[config.mk]
export PLATFORM = sky130hd
export DESIGN_NAME = multicycle_mips_core
export DESIGN_NICKNAME = d
export VERILOG_FILES = /design/src/rtl/mips_core_pkg.sv /design/src/rtl/multicycle_mips_core_regfile.sv /design/src/rtl/multicycle_mips_core.sv
export SDC_FILE = /design/constraint.sdc
export NUM_CORES = 2
export LEC_CHECK = 0
export ABC_AREA = 1
export CORE_ASPECT_RATIO = 0.6
export CORE_MARGIN = 3
export CORE_UTILIZATION = 35
export DETAILED_ROUTE_END_ITERATION = 10
export MAX_ROUTING_LAYER = met4
export PLACE_DENSITY = 0.51
export SKIP_CTS_REPAIR_TIMING = 1
export SYNTH_ARGS = -nofsm -noshare
export SYNTH_HDL_FRONTEND = slang
export SYNTH_SLANG_ARGS = --single-unit
[constraint.sdc]
create_clock -name clk -period 4.4 [get_ports clk]
set_input_delay 0.44 -clock clk [delete_from_list [all_inputs] [get_ports clk]]
set_output_delay 0.44 -clock clk [all_outputs]
set_load 0.02 [all_outputs]
[src/rtl/mips_core_pkg.sv]
// mips_core_pkg
// Shared definitions for the multicycle MIPS-subset core: opcode and funct
// encodings, the control FSM state type, the ALU operation type and the
// small helpers that map R-type funct fields onto ALU operations.
package mips_core_pkg;

  localparam logic [5:0] OP_RTYPE = 6'h00;
  localparam logic [5:0] OP_J     = 6'h02;
  localparam logic [5:0] OP_BEQ   = 6'h04;
  localparam logic [5:0] OP_ADDI  = 6'h08;
  localparam logic [5:0] OP_ORI   = 6'h0D;
  localparam logic [5:0] OP_LW    = 6'h23;
  localparam logic [5:0] OP_SW    = 6'h2B;

  localparam logic [5:0] FUNCT_ADD = 6'h20;
  localparam logic [5:0] FUNCT_SUB = 6'h22;
  localparam logic [5:0] FUNCT_AND = 6'h24;
  localparam logic [5:0] FUNCT_OR  = 6'h25;
  localparam logic [5:0] FUNCT_SLT = 6'h2A;

  typedef enum logic [3:0] {
    FETCH, DECODE, MEMADR, MEMRD, MEMWB, MEMWR,
    RTYPE_EX, ALU_WB, IMM_EX, BRANCH, JUMP, HALT
  } state_t;

  typedef enum logic [2:0] {
    ALU_ADD, ALU_SUB, ALU_AND, ALU_OR, ALU_SLT
  } alu_op_t;

  // 32-bit wrap-around ALU; slt compares as two's complement.
  function automatic logic [31:0] alu_compute(alu_op_t op, logic [31:0] x, logic [31:0] y);
    case (op)
      ALU_ADD: return x + y;
      ALU_SUB: return x - y;
      ALU_AND: return x & y;
      ALU_OR:  return x | y;
      ALU_SLT: return ($signed(x) < $signed(y)) ? 32'd1 : 32'd0;
      default: return x + y;
    endcase
  endfunction

  function automatic alu_op_t funct_to_alu(logic [5:0] funct);
    case (funct)
      FUNCT_SUB: return ALU_SUB;
      FUNCT_AND: return ALU_AND;
      FUNCT_OR:  return ALU_OR;
      FUNCT_SLT: return ALU_SLT;
      default:   return ALU_ADD;
    endcase
  endfunction

  function automatic logic funct_legal(logic [5:0] funct);
    return (funct == FUNCT_ADD) || (funct == FUNCT_SUB) || (funct == FUNCT_AND) ||
           (funct == FUNCT_OR)  || (funct == FUNCT_SLT);
  endfunction

endpackage

[src/rtl/multicycle_mips_core_regfile.sv]
// regfile_2r1w
// Two asynchronous read ports, one synchronous write port.
// Register 0 and any index at or above REG_COUNT read as zero and ignore
// writes, so a narrow configuration behaves like a 32-entry file with
// missing registers hard-wired to zero.
// Ports: clk, reset (async active-low), ra1/ra2 read indices, rd1/rd2 read
// data, we/wa/wd write enable, index and data.
module regfile_2r1w #(
  parameter int REG_COUNT = 32
) (
  input  logic        clk,
  input  logic        reset,
  input  logic [4:0]  ra1,
  input  logic [4:0]  ra2,
  output logic [31:0] rd1,
  output logic [31:0] rd2,
  input  logic        we,
  input  logic [4:0]  wa,
  input  logic [31:0] wd
);

  localparam int IW = $clog2(REG_COUNT);

  logic [31:0] regs [REG_COUNT];

  function automatic logic implemented(logic [4:0] idx);
    return (idx != 5'd0) && (int'(idx) < REG_COUNT);
  endfunction

  always_ff @(posedge clk or negedge reset) begin
    if (!reset) begin
      for (int i = 0; i < REG_COUNT; i++) regs[i] <= '0;
    end else if (we && implemented(wa)) begin
      regs[wa[IW-1:0]] <= wd;
    end
  end

  assign rd1 = implemented(ra1) ? regs[ra1[IW-1:0]] : 32'd0;
  assign rd2 = implemented(ra2) ? regs[ra2[IW-1:0]] : 32'd0;

endmodule

[src/rtl/multicycle_mips_core.sv]
// multicycle_mips_core
// Multicycle MIPS-subset processor with its own control FSM. Every memory
// access is a req/ready handshake; the request, address, write flag and
// write data are registered and held until the ready cycle.
// Ports: clk, reset (async active-low); mem_req_o/mem_we_o/mem_addr_o/
// mem_wdata_o request side, mem_rdata_i/mem_ready_i response side;
// pc_o current PC, halt_o stopped on an illegal opcode, gpio_o low byte of $2.
module multicycle_mips_core
  import mips_core_pkg::*;
#(
  parameter int          ADDR_WIDTH = 32,
  parameter int          REG_COUNT  = 32,
  parameter logic [31:0] RESET_ADDR = 32'h0040_0000
) (
  input  logic                  clk,
  input  logic                  reset,
  output logic                  mem_req_o,
  output logic                  mem_we_o,
  output logic [ADDR_WIDTH-1:0] mem_addr_o,
  output logic [31:0]           mem_wdata_o,
  input  logic [31:0]           mem_rdata_i,
  input  logic                  mem_ready_i,
  output logic [ADDR_WIDTH-1:0] pc_o,
  output logic                  halt_o,
  output logic [7:0]            gpio_o
);

  localparam logic [ADDR_WIDTH-1:0] RESET_PC = ADDR_WIDTH'(RESET_ADDR & ~32'h3);
  localparam logic [ADDR_WIDTH-1:0] PC_STEP  = ADDR_WIDTH'(4);

  state_t                state, decode_state;
  logic [ADDR_WIDTH-1:0] pc, branch_pc, jump_pc, mem_ea_addr;
  logic [31:0]           ir, a, b, alu_out, mdr;
  logic [31:0]           rs_data, rt_data;
  logic [5:0]            opcode, funct;
  logic [4:0]            rs, rt, rd;
  logic [31:0]           pc_ext, sign_imm, zero_imm, mem_ea, jump_full;
  logic [31:0]           rtype_result, imm_result;
  logic                  rf_we;
  logic [4:0]            rf_wa;
  logic [31:0]           rf_wd;

  assign opcode   = ir[31:26];
  assign rs       = ir[25:21];
  assign rt       = ir[20:16];
  assign rd       = ir[15:11];
  assign funct    = ir[5:0];
  assign sign_imm = {{16{ir[15]}}, ir[15:0]};
  assign zero_imm = {16'd0, ir[15:0]};

  assign pc_ext       = 32'(pc);
  assign mem_ea       = a + sign_imm;
  assign mem_ea_addr  = ADDR_WIDTH'(mem_ea & ~32'h3);
  assign branch_pc    = ADDR_WIDTH'(alu_out & ~32'h3);
  assign jump_full    = {pc_ext[31:28], ir[25:0], 2'b00};
  assign jump_pc      = ADDR_WIDTH'(jump_full);
  assign rtype_result = alu_compute(funct_to_alu(funct), a, b);
  assign imm_result   = (opcode == OP_ORI) ? alu_compute(ALU_OR, a, zero_imm)
                                           : alu_compute(ALU_ADD, a, sign_imm);

  // Loads write rt from the data register; ALU results go to rd for R-type
  // and rt for immediates. IR is stable through write-back.
  assign rf_we = (state == ALU_WB) || (state == MEMWB);
  assign rf_wa = ((state == MEMWB) || (opcode != OP_RTYPE)) ? rt : rd;
  assign rf_wd = (state == MEMWB) ? mdr : alu_out;

  regfile_2r1w #(.REG_COUNT(REG_COUNT)) u_regfile (
    .clk (clk),
    .reset (reset),
    .ra1 (rs),
    .ra2 (rt),
    .rd1 (rs_data),
    .rd2 (rt_data),
    .we (rf_we),
    .wa (rf_wa),
    .wd (rf_wd)
  );

  // Opcode dispatch out of DECODE; anything outside the subset halts.
  always_comb begin
    decode_state = HALT;
    case (opcode)
      OP_RTYPE:      decode_state = funct_legal(funct) ? RTYPE_EX : HALT;
      OP_ADDI, OP_ORI: decode_state = IMM_EX;
      OP_LW, OP_SW:  decode_state = MEMADR;
      OP_BEQ:        decode_state = BRANCH;
      OP_J:          decode_state = JUMP;
      default:       decode_state = HALT;
    endcase
  end

  // Control FSM and datapath registers. Memory outputs are registered, so
  // every transition into an accessing state loads the request in the same
  // edge; FETCH with no request pending is only the first cycle after reset.
  always_ff @(posedge clk or negedge reset) begin
    if (!reset) begin
      state       <= FETCH;
      pc          <= RESET_PC;
      ir          <= '0;
      a           <= '0;
      b           <= '0;
      alu_out     <= '0;
      mdr         <= '0;
      mem_req_o   <= 1'b0;
      mem_we_o    <= 1'b0;
      mem_addr_o  <= RESET_PC;
      mem_wdata_o <= '0;
      halt_o      <= 1'b0;
    end else begin
      case (state)
        FETCH: begin
          if (!mem_req_o) begin
            mem_req_o  <= 1'b1;
            mem_we_o   <= 1'b0;
            mem_addr_o <= pc;
          end else if (mem_ready_i) begin
            ir        <= mem_rdata_i;
            pc        <= pc + PC_STEP;
            mem_req_o <= 1'b0;
            state     <= DECODE;
          end
        end
        DECODE: begin
          a       <= rs_data;
          b       <= rt_data;
          alu_out <= pc_ext + {sign_imm[29:0], 2'b00};
          state   <= decode_state;
          if (decode_state == HALT) halt_o <= 1'b1;
        end
        MEMADR: begin
          alu_out    <= mem_ea;
          mem_req_o  <= 1'b1;
          mem_addr_o <= mem_ea_addr;
          if (opcode == OP_LW) begin
            mem_we_o <= 1'b0;
            state    <= MEMRD;
          end else begin
            mem_we_o    <= 1'b1;
            mem_wdata_o <= b;
            state       <= MEMWR;
          end
        end
        MEMRD: begin
          if (mem_ready_i) begin
            mdr       <= mem_rdata_i;
            mem_req_o <= 1'b0;
            state     <= MEMWB;
          end
        end
        MEMWR: begin
          if (mem_ready_i) begin
            mem_we_o   <= 1'b0;
            mem_addr_o <= pc;
            state      <= FETCH;
          end
        end
        RTYPE_EX: begin
          alu_out <= rtype_result;
          state   <= ALU_WB;
        end
        IMM_EX: begin
          alu_out <= imm_result;
          state   <= ALU_WB;
        end
        MEMWB, ALU_WB: begin
          mem_req_o  <= 1'b1;
          mem_we_o   <= 1'b0;
          mem_addr_o <= pc;
          state      <= FETCH;
        end
        BRANCH: begin
          mem_req_o <= 1'b1;
          mem_we_o  <= 1'b0;
          if (a == b) begin
            pc         <= branch_pc;
            mem_addr_o <= branch_pc;
          end else begin
            mem_addr_o <= pc;
          end
          state <= FETCH;
        end
        JUMP: begin
          pc         <= jump_pc;
          mem_req_o  <= 1'b1;
          mem_we_o   <= 1'b0;
          mem_addr_o <= jump_pc;
          state      <= FETCH;
        end
        default: begin
          mem_req_o <= 1'b0;
          mem_we_o  <= 1'b0;
          halt_o    <= 1'b1;
          state     <= HALT;
        end
      endcase
    end
  end

  // GPIO mirrors the low byte of $2, captured on the same edge that
  // writes the register so it shows the cycle after write-back.
  always_ff @(posedge clk or negedge reset) begin
    if (!reset) begin
      gpio_o <= '0;
    end else if (rf_we && (rf_wa == 5'd2)) begin
      gpio_o <= rf_wd[7:0];
    end
  end

  assign pc_o = pc;

endmodule

Word-level counts from Yosys, hierarchy flattened
Index checks and enable logic that the tools add are counted.
{"block": "classes", "n_mux": 42, "n_eq_ne": 34, "reduce_logical": 38, "order_cmp": 5, "add_sub_neg": 5, "n_bitwise": 11}
{"op": "$bwmux 1024", "count": 1}
{"op": "$mux 32", "count": 14}
{"op": "$bmux 32 s5", "count": 2}
{"op": "$pmux 32 s4", "count": 2}
{"op": "$pmux 32 s6", "count": 1}
{"op": "$demux 32 s5", "count": 1}
{"op": "$add 32x32->32", "count": 3}
{"op": "$pmux 32 s3", "count": 1}
{"op": "$eq 6x6->1 const B", "count": 7}
{"op": "$add 32x3->32 const B", "count": 1}
{"op": "$and 32x32->32", "count": 1}
{"op": "$eq 32x32->1", "count": 1}
{"op": "$lt 32x32->1", "count": 1}
{"op": "$or 32x16->32", "count": 1}
{"op": "$or 32x32->32", "count": 1}
{"op": "$sub 32x32->32", "count": 1}
{"op": "$pmux 4 s7", "count": 1}
{"op": "$mux 4", "count": 5}
{"op": "$pmux 4 s5", "count": 1}
{"op": "$ge 6x6->1 const B", "count": 3}
{"op": "$not 5->6", "count": 3}
{"op": "$eq 4x3->1 const B", "count": 4}
{"op": "$eq 4x4->1 const B", "count": 4}
{"op": "$reduce_bool 5->1", "count": 3}
{"op": "other kinds (33)", "count": 72}
{"block": "totals", "ff_bits": 1295, "elab_cells": 181, "out_inout_bits": 107, "input_bits": 35}

Longest topological paths before layout
{"block": "depth", "depth_word": 10, "depth_mapped": 19}

By module
Synthesis repeated with hierarchy kept, for this count alone.
{"block": "unflattened", "cells_unflattened": 12024, "area_unflattened_um2": 80719.9}
{"mod": "regfile_2r1w", "area_per_inst_um2": 57106.0, "instances": 1, "seq_area_each_um2": 25624.6, "cells_per_inst": 8324}
{"mod": "multicycle_mips_core", "area_per_inst_um2": 23613.9, "instances": 1, "seq_area_each_um2": 6784.0, "cells_per_inst": 3700}

Worst setup path after synthesis
No wires, ideal clock.
{"block": "synth_timing", "path_kind": "flip-flop to flip-flop", "startpoint": "reg a[12]", "endpoint": "reg pc[18] (netlist: pc_o[18])", "slack_ns": 1.808, "path_stages_with_launch": 15, "t_required_ns": 4.267, "period_less_slack_ns": 2.592, "setup_ns": 0.133, "t_arrival_ns": 2.459, "cell_sequence": "dfrtp_1 -> inv_1 -> ha_1 -> clkbuf_1 -> nor2_1 -> nand2_1 -> nor2_1 -> nand4_1 -> nor2_1 -> clkbuf_1 -> nand2_1 -> o211ai_1 -> o21ai_0 -> a211oi_1 -> a21oi_1"}
{"block": "synth_via", "elab_chain_len": 3}
{"item": "from (decl)", "line_no": "multicycle_mips_core.sv:33", "text": "logic [31:0] ir, a, b, alu_out, mdr;"}
{"item": "from (signal assigned)", "line_no": "multicycle_mips_core.sv:124", "text": "a <= rs_data;"}
{"item": "$eq 32x32->1", "line_no": "multicycle_mips_core.sv:174", "text": "if (a == b) begin"}
{"item": "$mux 32"}
{"item": "$pmux 32 s3"}
{"item": "to (signal assigned)", "line_no": "multicycle_mips_core.sv:118", "text": "pc <= pc + PC_STEP;"}
{"item": "to (signal assigned)", "line_no": "multicycle_mips_core.sv:175", "text": "pc <= branch_pc;"}
{"item": "to (signal assigned)", "line_no": "multicycle_mips_core.sv:183", "text": "pc <= jump_pc;"}
{"item": "to (decl)", "line_no": "multicycle_mips_core.sv:32", "text": "logic [ADDR_WIDTH-1:0] pc, branch_pc, jump_pc, mem_ea_addr;"}
No other way between the ends.
A chain may end at the register's enable or synchronous reset.

Final worst setup path
{"block": "layout_timing", "startpoint": "reg a[31]", "endpoint": "reg mem_addr_o[27]"}
{"block": "layout_via", "elab_chain_len": 3}
{"item": "$eq 32x32->1", "line_no": "multicycle_mips_core.sv:174"}
{"item": "$mux 32"}
{"item": "$pmux 32 s6", "line_no": "multicycle_mips_core.sv:110", "text": "case (state)"}
{"item": "to (signal assigned)", "line_no": "multicycle_mips_core.sv:115", "text": "mem_addr_o <= pc;"}
{"item": "to (signal assigned)", "line_no": "multicycle_mips_core.sv:176", "text": "mem_addr_o <= branch_pc;"}
{"item": "to (signal assigned)", "line_no": "multicycle_mips_core.sv:178", "text": "mem_addr_o <= pc;"}
{"item": "to (decl)", "line_no": "multicycle_mips_core.sv:19", "text": "output logic [ADDR_WIDTH-1:0] mem_addr_o,"}
No other way between the ends.

==> metrics.cfg <==
[grt]
grt_overflow=0
grt_usage_pct=36.0
antenna_found_initial=27
met2_usage_pct=44.6
use_met1_pct=54.0
busiest_layer=met1
grt_pass1_vias=74100
grt_max_degree=224
grt_first_pass_wirelength_mm=577
use_met3_pct=11.8

[synth]
yosys.area.top_type_share_pct=41.5
ys_seq_elements=1295
synth_seq_area_share_pct=41.6
synth_cell_types=63
synth_edf_count=0
syn_avg_cell_area_um2=7.20
syn_nets=11000
synthTopCellsByArea=dfrtp_1 42%, o21ai_0 12%, nand2_1 12%
dominantRegCellSynth=dfrtp_1
syn_inst=10800
async_flop_share_pct=100
netlist_area_um2=77900
synth_top_area_cell=dfrtp_1
yosys_warnings=0

[critical_path]
path_cells=inv_1, ha_1, clkinvlp_4, nand3_1, nor2_1, nand2_1, nor2_4, inv_2, nor2_1, o22ai_1, a21oi_1, a31oi_1
crit_buf_inv=3
required_ns=5.08
cp.arrival_ns=5.02
crit_path_frequent_cell=nor2_1
critPathKind=reg -> reg
slowest_stage=a21oi_1
endpoint_kind=flop
slowest_delay_ns=0.56
critPathMaxFanout=20
critPathTopFamily=simple AND/OR/NAND/NOR gates
crit_path_start_kind=flop

[flow_run]
drv_cap=0

[sta]
finalSetupTns_ns=0
layout_min_cycle_time_ns=4.34
setup_ws_ns=0.0623
finalHoldViolations=0
maxSlewViolCount=0
setup_viol=0
rsz0062_at_grt=no
clock.fmax_ghz=0.231
clock_skew_ns=0.0543
period_share_pct=98.6
relSlewSlack_pct=20.5
worst_pin_slew_ns=1.19

[place]
pre_cts_slack_ns=0.156
dp_hpwl_mm=281
gp_congestion=1.04
io_buffers=141
dpl-instance-area_um2=83600

[finish]
fin_util_pct=40.2
fin_area_um2=88500
final_cell_mix=2483 x nand2_1, 1849 x o21ai_0, 1283 x dfrtp_1
drive_gt1_share_pct=7.53
final_common_cell=nand2_1
num-nets-final=10800
fillers=22800
syn_to_final_growth_pct=13.5
seq_area_um2=32400
multi_input_comb_area_um2=38900

[drt]
drtIter0Drc=13400
avgViaCountPerCell=5.96
wirelength_mm=411
ant_nets=0
drc=0
wire_per_inst_um=30.0
num_vias=81700
dr.pass1.iters=7

[hold_path]
hp-class=in -> async

[clock_tree]
cts-buffers-inserted=148
cts-root-buf=clkbuf_16
clockBufferDepth=4
clkLatencyLatePin_ns=0.86
htreeDepth=4
cts.clk_slew.worst_paths_ns=0.08
tritoncts=yes
cts_sinks=1295

[power_and_ir_drop]
total_power_mw=74.2
p_leak_nw=39.1
vdd.ir_drop.worst_v=0.000532
power.density_nw_per_um2=838

[floorplan]
start_util_pct=35.4
die_h_um=372
core_area_um2=220000
die_w_um=615
die_area_um2=229000
row_count=133
ioPinCount=142

[status]
status=complete, no violations

## per-stage QoR
step	std cells	hold WS, ns
5_1_grt	13700	0.184
3_3_place_gp	13400	0.365
4_1_cts	13700	-0.440
2_1_floorplan	10800	0.144
3_5_place_dp	13400	0.366
6_report	13700	0.133
## cell usage after synthesis (all sizes together) (6+ instances only)
| cell type | count |
|---|---|
| nand2 | 2507 |
| o21ai | 2370 |
| dfrtp | 1293 |
| inv | 915 |
| nor2 | 770 |
| clkbuf | 742 |
| a21oi | 601 |
| nand3 | 522 |
| o22ai | 181 |
| ha | 173 |
| a221oi | 128 |
| buf | 114 |
| o211ai | 73 |
| a22o | 64 |
| o221ai | 54 |
| nand4 | 50 |
| a31oi | 48 |
| nor3 | 48 |
| xor2 | 30 |
| o21bai | 23 |
| nand3b | 14 |
| a41oi | 12 |
| nor4 | 12 |
| o2111ai | 9 |
| or2 | 9 |
| a211oi | 7 |
| a21boi | 6 |
| a21o | 6 |
| xnor2 | 6 |
## worst paths after layout
kind                       slack, ns  depth (start not counted)                         endpoint                            start
max                             0.06                         12       mem_addr_o[27]$_DFFE_PN0P_                a[31]$_DFFE_PN0P_
min                             0.13                          2  u_regfile.regs[252]$_DFFE_PN0P_                            reset
max reg2reg                     0.06                         12       mem_addr_o[27]$_DFFE_PN0P_                a[31]$_DFFE_PN0P_
min reg2reg                     0.38                          0  u_regfile.regs[999]$_DFFE_PN0P_  u_regfile.regs[999]$_DFFE_PN0P_
max in group asynchronous       2.63                          3  u_regfile.regs[106]$_DFFE_PN0P_                            reset
min in group clk                0.21                          3               mdr[7]$_DFFE_PN0P_                   mem_rdata_i[7]
## metal layers
layer | wire length [um] | share of wire, %
met3 | 55100 | 13
met2 | 151000 | 37
met1 | 192000 | 47
met4 | 12600 | 3.1
met5 | 0 | 0
## kinds of logic (layout without fill, tap and decap cells)
| group | count (synthesis) | count (layout) | share of synthesized area (%) |
|---|---|---|---|
| xor gates and xnor gates | 36 | 36 | 0.405 |
| adders and majority gates | 177 | 177 | 2.88 |
| AOI/OAI and AO/OA | 3596 | 3596 | 25.5 |
| other | 0 | 14 | 0 |
| buffers and inverters | 1774 | 1680 | 8.93 |
| DFF | 1295 | 1295 | 41.6 |
| and+or+nand+nor | 3943 | 3943 | 20.7 |
## where the power goes
group          switching [mW]  internal (mW)  leakage (nW)
sequential               3.23           15.3          17.6
clock                    5.64           7.40          2.37
combinational            31.1           11.5          19.1
## state kept, by name (all words and copies together) (netlist names)
signal and flops:
a 32, alu_out 32, b 32, gpio_o 8
halt_o 1, ir 32, mdr 32, mem_addr_o 32
mem_req_o 1, mem_wdata_o 32, mem_we_o 1, pc_o 32
state 4, u_regfile.regs 1024
## area by class of cell
cell class,instances,area share (%)
Inverter,918,3.94
Multi-Input combinational cell,7752,44.0
Clock buffer,208,4.86
Clock inverter,43,0.587
Tap cell,2970,4.20
Antenna cell,14,0.0396
Sequential cell,1295,36.7
Timing Repair Buffer,511,5.70
Power figures use the tool's default switching activity.
